==> config.mk <==
export PLATFORM = sky130hd
export DESIGN_NAME = sdram_avalon_arbiter
export DESIGN_NICKNAME = d
export VERILOG_FILES = /design/src/rtl/sdram_avalon_arbiter.sv
export SDC_FILE = /design/constraint.sdc
export NUM_CORES = 1
export LEC_CHECK = 0
export CAP_MARGIN = 20
export CORE_AREA = 2 2 118 120
export DETAILED_ROUTE_END_ITERATION = 8
export DIE_AREA = 0 0 120 122
export GPL_TIMING_DRIVEN = 0
export MAX_ROUTING_LAYER = met4
export PLACE_DENSITY = 0.61
export SETUP_SLACK_MARGIN = 0.05
export SLEW_MARGIN = 10
export SYNTH_ARGS = -nofsm -noshare
export SYNTH_HDL_FRONTEND = slang
export SYNTH_SLANG_ARGS = --single-unit
==> constraint.sdc <==
create_clock -name clk_clk -period 3.9 [get_ports clk_clk]
set_clock_uncertainty 0.15 [all_clocks]
set_input_delay 0.39 -clock clk_clk [delete_from_list [all_inputs] [get_ports clk_clk]]
set_output_delay 0.39 -clock clk_clk [all_outputs]
set_load 0.05 [all_outputs]
==> src/rtl/sdram_avalon_arbiter.sv <==
// sdram_avalon_arbiter
//   Shares one SDRAM controller Avalon-MM slave (sd_*) between two
//   requesters (m0, m1). Each single-beat transaction is granted round-robin.
//   A grant takes one cycle and acceptance at least one more.
//   An in-order tag FIFO remembers which master issued each accepted read, so
//   every sd_readdatavalid beat is steered back to its issuer.
// Ports
//   clk_clk, reset_reset        : clock, synchronous active-high reset
//   m{0,1}_address/read/write/writedata/byteenable : requester inputs
//   m{0,1}_waitrequest          : low only in that master's accept cycle
//   m{0,1}_readdata/readdatavalid : broadcast data, routed valid
//   sd_*                        : SDRAM controller master side
//   rd_pending                  : outstanding read count
module sdram_avalon_arbiter #(
  parameter int ADDR_W      = 28,
  parameter int DATA_W      = 32,
  parameter int MAX_PENDING = 8
) (
  input  logic                      clk_clk,
  input  logic                      reset_reset,
  input  logic [ADDR_W-1:0]         m0_address,
  input  logic                      m0_read,
  input  logic                      m0_write,
  input  logic [DATA_W-1:0]         m0_writedata,
  input  logic [DATA_W/8-1:0]       m0_byteenable,
  output logic                      m0_waitrequest,
  output logic [DATA_W-1:0]         m0_readdata,
  output logic                      m0_readdatavalid,
  input  logic [ADDR_W-1:0]         m1_address,
  input  logic                      m1_read,
  input  logic                      m1_write,
  input  logic [DATA_W-1:0]         m1_writedata,
  input  logic [DATA_W/8-1:0]       m1_byteenable,
  output logic                      m1_waitrequest,
  output logic [DATA_W-1:0]         m1_readdata,
  output logic                      m1_readdatavalid,
  output logic [ADDR_W-1:0]         sd_address,
  output logic                      sd_read,
  output logic                      sd_write,
  output logic [DATA_W-1:0]         sd_writedata,
  output logic [DATA_W/8-1:0]       sd_byteenable,
  output logic                      sd_burstcount,
  input  logic                      sd_waitrequest,
  input  logic [DATA_W-1:0]         sd_readdata,
  input  logic                      sd_readdatavalid,
  output logic [$clog2(MAX_PENDING):0] rd_pending
);
  localparam int PW   = $clog2(MAX_PENDING);
  localparam int CW   = PW + 1;
  localparam int BE_W = DATA_W / 8;

  typedef enum logic {IDLE, BUSY} state_e;

  typedef struct packed {
    logic [ADDR_W-1:0] addr;
    logic              rd;
    logic              wr;
    logic [DATA_W-1:0] wdata;
    logic [BE_W-1:0]   be;
  } req_t;

  state_e                 state_q, state_d;
  logic                   owner_q, owner_d;
  logic                   last_q, last_d;
  logic [MAX_PENDING-1:0] tag_q;
  logic [PW-1:0]          wr_ptr_q, rd_ptr_q;
  logic [CW-1:0]          cnt_q;

  req_t req0, req1, sel;
  logic rd_ok, elig0, elig1, busy, accept, push, pop, head;

  assign req0 = '{addr: m0_address, rd: m0_read, wr: m0_write,
                  wdata: m0_writedata, be: m0_byteenable};
  assign req1 = '{addr: m1_address, rd: m1_read, wr: m1_write,
                  wdata: m1_writedata, be: m1_byteenable};
  assign sel  = owner_q ? req1 : req0;

  // read wins over write, so a master asserting both is treated as a read
  // and must wait for FIFO space like any other read
  assign rd_ok = cnt_q < CW'(MAX_PENDING);
  assign elig0 = m0_read ? rd_ok : m0_write;
  assign elig1 = m1_read ? rd_ok : m1_write;

  // outputs are gated with reset so the reset cycle itself is quiet
  assign busy   = (state_q == BUSY) && !reset_reset;
  assign accept = busy && !sd_waitrequest && (sel.rd || sel.wr);
  assign push   = accept && sel.rd;
  assign pop    = !reset_reset && sd_readdatavalid && (cnt_q != '0);
  assign head   = tag_q[rd_ptr_q];

  assign sd_address    = sel.addr;
  assign sd_writedata  = sel.wdata;
  assign sd_byteenable = sel.be;
  assign sd_read       = busy && sel.rd;
  assign sd_write      = busy && !sel.rd && sel.wr;
  assign sd_burstcount = 1'b1;

  assign m0_waitrequest   = !(accept && !owner_q);
  assign m1_waitrequest   = !(accept &&  owner_q);
  assign m0_readdata      = sd_readdata;
  assign m1_readdata      = sd_readdata;
  assign m0_readdatavalid = pop && !head;
  assign m1_readdatavalid = pop &&  head;
  assign rd_pending       = cnt_q;

  always_comb begin
    state_d = state_q;
    owner_d = owner_q;
    last_d  = last_q;
    case (state_q)
      IDLE: if (elig0 || elig1) begin
        state_d = BUSY;
        owner_d = (elig0 && elig1) ? !last_q : elig1;
      end
      BUSY: begin
        if (accept) begin
          last_d  = owner_q;
          state_d = IDLE;
        end else if (!(sel.rd || sel.wr)) begin
          // owner abandoned its request: release without touching last
          state_d = IDLE;
        end
      end
      default: state_d = IDLE;
    endcase
  end

  always_ff @(posedge clk_clk) begin
    if (reset_reset) begin
      state_q  <= IDLE;
      owner_q  <= 1'b0;
      last_q   <= 1'b1;
      wr_ptr_q <= '0;
      rd_ptr_q <= '0;
      cnt_q    <= '0;
    end else begin
      state_q  <= state_d;
      owner_q  <= owner_d;
      last_q   <= last_d;
      if (push) tag_q[wr_ptr_q] <= owner_q;
      wr_ptr_q <= wr_ptr_q + PW'(push);
      rd_ptr_q <= rd_ptr_q + PW'(pop);
      cnt_q    <= cnt_q + CW'(push) - CW'(pop);
    end
  end
endmodule

==> run_results.csv, run 1 <==
group,metric,value,unit
outcome,status,"complete, no violations",
sta,setup_viol,0,
route,vias,2722,
critical_path,r2r_end,"rd_pending[3]",
route,dr.pass1.iters,4,
global_route,antenna_found_initial,0,
route,final_antenna_net_count,0,
final_layout,area_growth,125,%
final_layout,utilization,40.5,%
global_route,grt_pass1_wl,14.3,mm
flow_run,maxCapViolations,0,
critical_path,r2r_slack,1.45,ns
final_layout,final_common_cell,"clkdlybuf4s50_1",
global_route,first_global_vias,2798,
pwr,p_per_area,325,nW/um^2
sta,rsz0062_at_grt,"no",
final_layout,final_cell_mix,"clkdlybuf4s50_1, mux2_2, buf_4",
critical_path,cp.required,3.36,ns
synth,synth.distinct_cells,41,
critical_path,critical_path.endpoint,"sd_write",
sta,timing.hold.ws,0.421,ns
pwr,leakage,0.00214,uW
placed_design,port_buffers,273,
sta,fin_crit_sh,76.5,%
critical_path,reg2reg_from,"owner_q",
final_layout,n_fill_cell,1289,
sta,fin_tns_setup,0,ns
floorplan,floorplan.rows,43,
floorplan,die_y,122,um
synth,async_flop_share,0,%
clock_tree,hold_buffers,0,
critical_path,start_kind,"input pin",
placed_design,gp_congestion,0.807,
clock_tree,cts_buffers,3,
route,drt_iter0_markers,59,
critical_path,slowest_delay,0.87,ns
critical_path,startpoint,"reset_reset",
clock_tree,clock_latency,0.25,ns
pwr,max-vdd-ir-drop,0.000159,V
synth,syn_area,2430,um^2
synth,postSynthCellCount,247,
critical_path,reg2reg_depth,8,
floorplan,start_util,18.0,%
global_route,grt_usage,12.6,%
final_layout,antennaDiodeCount,0,
route,drc,0,
clock_tree,clock-root-buffer,"clkbuf_16",
synth,ys_ff_latch,21,
clock_tree,cts_tree,"done",
synth,yosys_most_used_dff,"dfxtp_1",
clock_tree,ctsResizeCount,0,
critical_path,crit_path_top_delay_cell,"clkdlybuf4s50_1",
critical_path,end_kind,"output pin",
synth,synth_enable_flop_cells,8,
placed_design,post-place-cells,700,
route,totalWireLength,9.85,mm
critical_path,worstSetupPathType,"in2out",
critical_path,critPathTopFamily,"buffers and inverters",
global_route,grt-ovfl-total,0,
sta,relSlewSlack,62.7,%
sta,tightest_slew,0.558,ns
clock_tree,h-tree-depth,1,
sta,period_minus_slack,2.98,ns
critical_path,crit_path_frequent_cell,"clkdlybuf4s50_1",
critical_path,path_cells,"clkdlybuf4s50_1, clkbuf_1, nor3b_1, clkdlybuf4s50_1",
floorplan,dieArea,14600,um^2
final_layout,nNetsFinal,702,
critical_path,critPathArrivalTime,2.44,ns
critical_path,path_buf_inv,3,
floorplan,core_area,13500,um^2
clock_tree,clk_pin_slew,0.06,ns
synth,avgSynthCellArea,9.82,um^2
final_layout,fin_cells,704,
min_path,min_from,"rd_ptr_q[2]",
clock_tree,cts_setup_buffers,0,
synth,synth_fp_nets,424,
route,viasPerCell,3.87,
synth,yosysSeqAreaShare,20.6,%
clock_tree,clk_path_buf_depth,2,
synth,yosysWarnings,0,
critical_path,crit_fanout,10,
floorplan,die_w,120,um
sta,timing.final.hold_violations,0,
min_path,hp-class,"reg2reg",
critical_path,path_depth,4,
sta,timing.fmax,335,MHz
global_route,grt_max_degree,13,
final_layout,drive_gt1_share,28.2,%
clock_tree,cts_sinks,21,
placed_design,hpwl,8.73,mm
route,wl_per_cell,14.0,um
floorplan,io_pins,307,
sta,slew_viol_final,0,
[power breakdown]
part	internal, uW	switching [uW]	leakage, uW
clock network	138	77.3	0.0000409
registers	253	28.2	0.000181
logic	561	717	0.00192
[stage by stage]
| step | cell area [um^2] | power, uW | setup slack (ns) |
|---|---|---|---|
| 5_1_grt | 5460 | 1850 | 0.753 |
| 3_3_place_gp | 5380 | 1560 | 0.875 |
| 6_report | 5460 | 1770 | 0.918 |
| 3_5_place_dp | 5380 | 1570 | 0.893 |
| 2_1_floorplan | 2430 | 1110 | 1.40 |
| 4_1_cts | 5460 | 1790 | 0.883 |
[routing by layer]
layer	vias to the layer above	share of wire (%)	routed length, um	track usage [%]
li1	1343	-	-	-
met1	1219	39	3870	14.7
met2	156	52	5160	22.9
met3	4	8.0	787	2.48
met4	0	0.37	36	1.54
met5	-	0	0	-
[sequential cells by signal, indices dropped and copies added, names as in the netlist]
register,flops
last_q,1
owner_q,1
rd_pending,4
rd_ptr_q,3
state_q,1
tag_q,8
wr_ptr_q,3
[final cells by class]
cell class | count | area, um^2 | area share (%)
multi-input cells | 144 | 1330 | 24.3
inverters | 8 | 30.0 | 0.550
well taps | 180 | 225 | 4.12
clock buffers | 3 | 75.1 | 1.37
flip-flops and latches | 21 | 500 | 9.16
clock inverters | 1 | 5.00 | 0.0916
repair buffers | 273 | 2730 | 50.0
plain buffers | 74 | 569 | 10.4
[worst min path at each step]
stage                                to  slack, ns  cells after the start
after floorplan           rd_pending[0]       0.31                      1
after CTS                   rd_ptr_q[2]       0.42                      2
after global routing           tag_q[2]       0.45                      0
after detailed placement    rd_ptr_q[2]       0.40                      2
after global placement           last_q       0.41                      3
final                       rd_ptr_q[2]       0.42                      2
[cells in the mapped netlist (3+ instances only)]
library cell	n	area share [%]
xnor2_1	3	1.1
nor2b_1	9	2.3
ha_1	8	4.1
buf_6	6	2.8
nor2_1	14	2.2
nand2b_1	3	0.77
inv_1	8	1.2
nand3b_1	3	0.93
dfxtp_1	13	11
nand2_1	3	0.46
mux2_2	65	30
edfxtp_1	8	9.9
buf_4	65	20
mux2i_1	5	2.1
a21oi_1	4	0.83
nor3_1	3	0.62
[kinds of logic (layout without fill, tap and decap cells)]
family	after synthesis	after routing	share of synthesized area [%]
adder cells (fa/ha/maj)	9	9	4.95
XOR/XNOR	4	4	1.44
flip-flops	21	21	20.6
multiplexers	71	71	32.9
AO/OA/AOI/OAI	16	16	5.21
AND/OR/NAND/NOR	43	43	10.1
other	1	1	0.155
buffers and inverters	82	359	24.7
[worst reg2reg max path: stages (launching register included)]
cell and delay [ns]:
dfxtp_1 0.47, buf_6 0.19, mux2_4 0.32, and2_4 0.16, nand2b_1 0.14, ha_1 0.26
a21o_1 0.15, a21oi_1 0.15, mux2_2 0.34
Power figures use the tool's default switching activity.
==> run 2: changes to the inputs <==
--- a/config.mk
+++ b/config.mk
@@ -6,12 +6,12 @@
 export NUM_CORES = 1
 export LEC_CHECK = 0
 export CAP_MARGIN = 20
-export CORE_AREA = 2 2 118 120
+export CORE_AREA = 2 2 119 121
 export DETAILED_ROUTE_END_ITERATION = 8
-export DIE_AREA = 0 0 120 122
+export DIE_AREA = 0 0 121 123
 export GPL_TIMING_DRIVEN = 0
 export MAX_ROUTING_LAYER = met4
-export PLACE_DENSITY = 0.61
+export PLACE_DENSITY = 0.6
 export SETUP_SLACK_MARGIN = 0.05
 export SLEW_MARGIN = 10
 export SYNTH_ARGS = -nofsm -noshare
==> constraint.sdc (replaced) <==
create_clock -name clk_clk -period 2.9 [get_ports clk_clk]
set_clock_uncertainty 0.15 [all_clocks]
set_input_delay 0.29 -clock clk_clk [delete_from_list [all_inputs] [get_ports clk_clk]]
set_output_delay 0.29 -clock clk_clk [all_outputs]
set_load 0.05 [all_outputs]
==> run_results.csv, run 2 (same netlist as run 1, synthesis figures left out) <==
group,metric,value,unit
sta,slew_viol_final,0,
clock_tree,cts_setup_buffers,0,
route,wl_per_cell,13.7,um
critical_path,crit_path_frequent_cell,"clkdlybuf4s50_1",
route,dr.pass1.iters,4,
clock_tree,clock-root-buffer,"clkbuf_16",
route,final_antenna_net_count,0,
global_route,grt_usage,11.5,%
sta,period_minus_slack,2.76,ns
placed_design,gp_congestion,0.716,
critical_path,crit_path_top_delay_cell,"clkdlybuf4s50_1",
sta,tightest_slew,0.556,ns
global_route,grt_pass1_wl,13.5,mm
final_layout,area_growth,128,%
floorplan,dieArea,14900,um^2
sta,timing.fmax,362,MHz
sta,fin_crit_sh,95.2,%
floorplan,io_pins,307,
sta,worst_slack,0.140,ns
final_layout,drive_gt1_share,28.2,%
sta,timing.final.hold_violations,0,
sta,fin_tns_setup,0,ns
final_layout,regMostFlops,"tag_q",
placed_design,port_buffers,273,
outcome,status,"complete, no violations",
global_route,grt_max_degree,13,
final_layout,largest_register_ffs,8,
global_route,first_global_vias,2719,
critical_path,worstSetupPathType,"in2out",
final_layout,final_cell_mix,"clkdlybuf4s50_1, mux2_2, buf_4",
clock_tree,cts_sinks,21,
critical_path,path_buf_inv,3,
pwr,p_per_area,428,nW/um^2
placed_design,pre_cts_ws,0.0432,ns
sta,rsz0062_at_grt,"no",
pwr,max-vdd-ir-drop,0.000274,V
sta,relSlewSlack,62.9,%
clock_tree,clk_pin_slew,0.06,ns
critical_path,reg2reg_from,"owner_q",
critical_path,start_kind,"input pin",
sta,setup_viol,0,
clock_tree,cts_tree,"done",
critical_path,slowest_delay,0.84,ns
flow_run,maxCapViolations,0,
global_route,antenna_found_initial,0,
placed_design,hpwl,8.48,mm
critical_path,cp.required,2.46,ns
min_path,min_from,"last_q",
min_path,hp-class,"reg2reg",
sta,timing.hold.ws,0.430,ns
clock_tree,clock_latency,0.25,ns
final_layout,antennaDiodeCount,0,
clock_tree,clk_path_buf_depth,2,
floorplan,core_area,13600,um^2
clock_tree,h-tree-depth,1,
critical_path,critPathTopFamily,"buffers and inverters",
final_layout,utilization,40.7,%
route,drt_iter0_markers,25,
route,drc,0,
route,viasPerCell,3.89,
critical_path,critPathArrivalTime,2.32,ns
critical_path,r2r_slack,0.43,ns
critical_path,path_cells,"clkdlybuf4s50_1, clkbuf_1, nor3b_1, clkdlybuf4s50_1",
critical_path,end_kind,"output pin",
final_layout,final_area,5540,um^2
floorplan,die_w,121,um
floorplan,floorplan.rows,43,
critical_path,startpoint,"reset_reset",
floorplan,die_y,123,um
route,totalWireLength,9.65,mm
pwr,leakage,0.00241,uW
global_route,grt-ovfl-total,0,
final_layout,nNetsFinal,702,
placed_design,placed_cell_area,5380,um^2
clock_tree,cts_buffers,3,
final_layout,final_common_cell,"clkdlybuf4s50_1",
floorplan,start_util,17.8,%
critical_path,crit_fanout,10,
route,vias,2740,
-- run 2: cell types whose count changed in the layout (fill, tap and decap cells not counted), sizes merged --
| cell | change |
|---|---|
| clkdlybuf4s50 | -30 |
| dlymetal6s2s | +29 |
| dlygate4sd2 | +1 |
-- run 2: final cells by class --
type	count	area, um^2
repair buffers	273	2800
multi-input cells	144	1330
flip-flops and latches	21	500
clock inverters	1	5.00
plain buffers	74	569
well taps	180	225
fillers	1323	8080
clock buffers	3	75.1
inverters	8	30.0
-- run 2: final timing paths --
path,end,depth (start not counted)
setup / recovery,sd_write,4
hold / removal,last_q,3
setup reg to reg,rd_pending[3],8
hold reg to reg,last_q,3
-- run 2: timing repair --
| item | CTS | global route |
|---|---|---|
| hold buffers | 0 | 0 |
| gates resized for setup | 1 | 29 |
| hold endpoints to repair | 0 | 0 |
| endpoints found under the setup margin | 1 | 29 |
-- run 2: metrics by stage --
step	std cells	total power, uW
3_3_place_gp	700	2110
6_report	704	2370
4_1_cts	704	2400
5_1_grt	704	2490
3_5_place_dp	700	2110
2_1_floorplan	247	1500
-- run 2: where the power goes --
| group | switching, uW | internal, uW |
|---|---|---|
| sequential | 39.0 | 340 |
| combinational | 957 | 747 |
| clock | 100 | 185 |
-- run 2: worst min-delay path, cell delays in order, from the launching register on --
cell,delay (ns)
dfxtp_1,0.30
inv_1,0.04
a21oi_1,0.11
a211o_1,0.10
-- run 2: layer usage --
| metal | GRT usage [%] | wire length [um] | up-vias |
|---|---|---|---|
| met4 | 1.16 | 60 | 0 |
| met1 | 11.7 | 3350 | 1222 |
| met3 | 2.95 | 1020 | 4 |
| met2 | 22.8 | 5220 | 171 |
| met5 | - | 0 | - |
| li1 | - | - | 1343 |
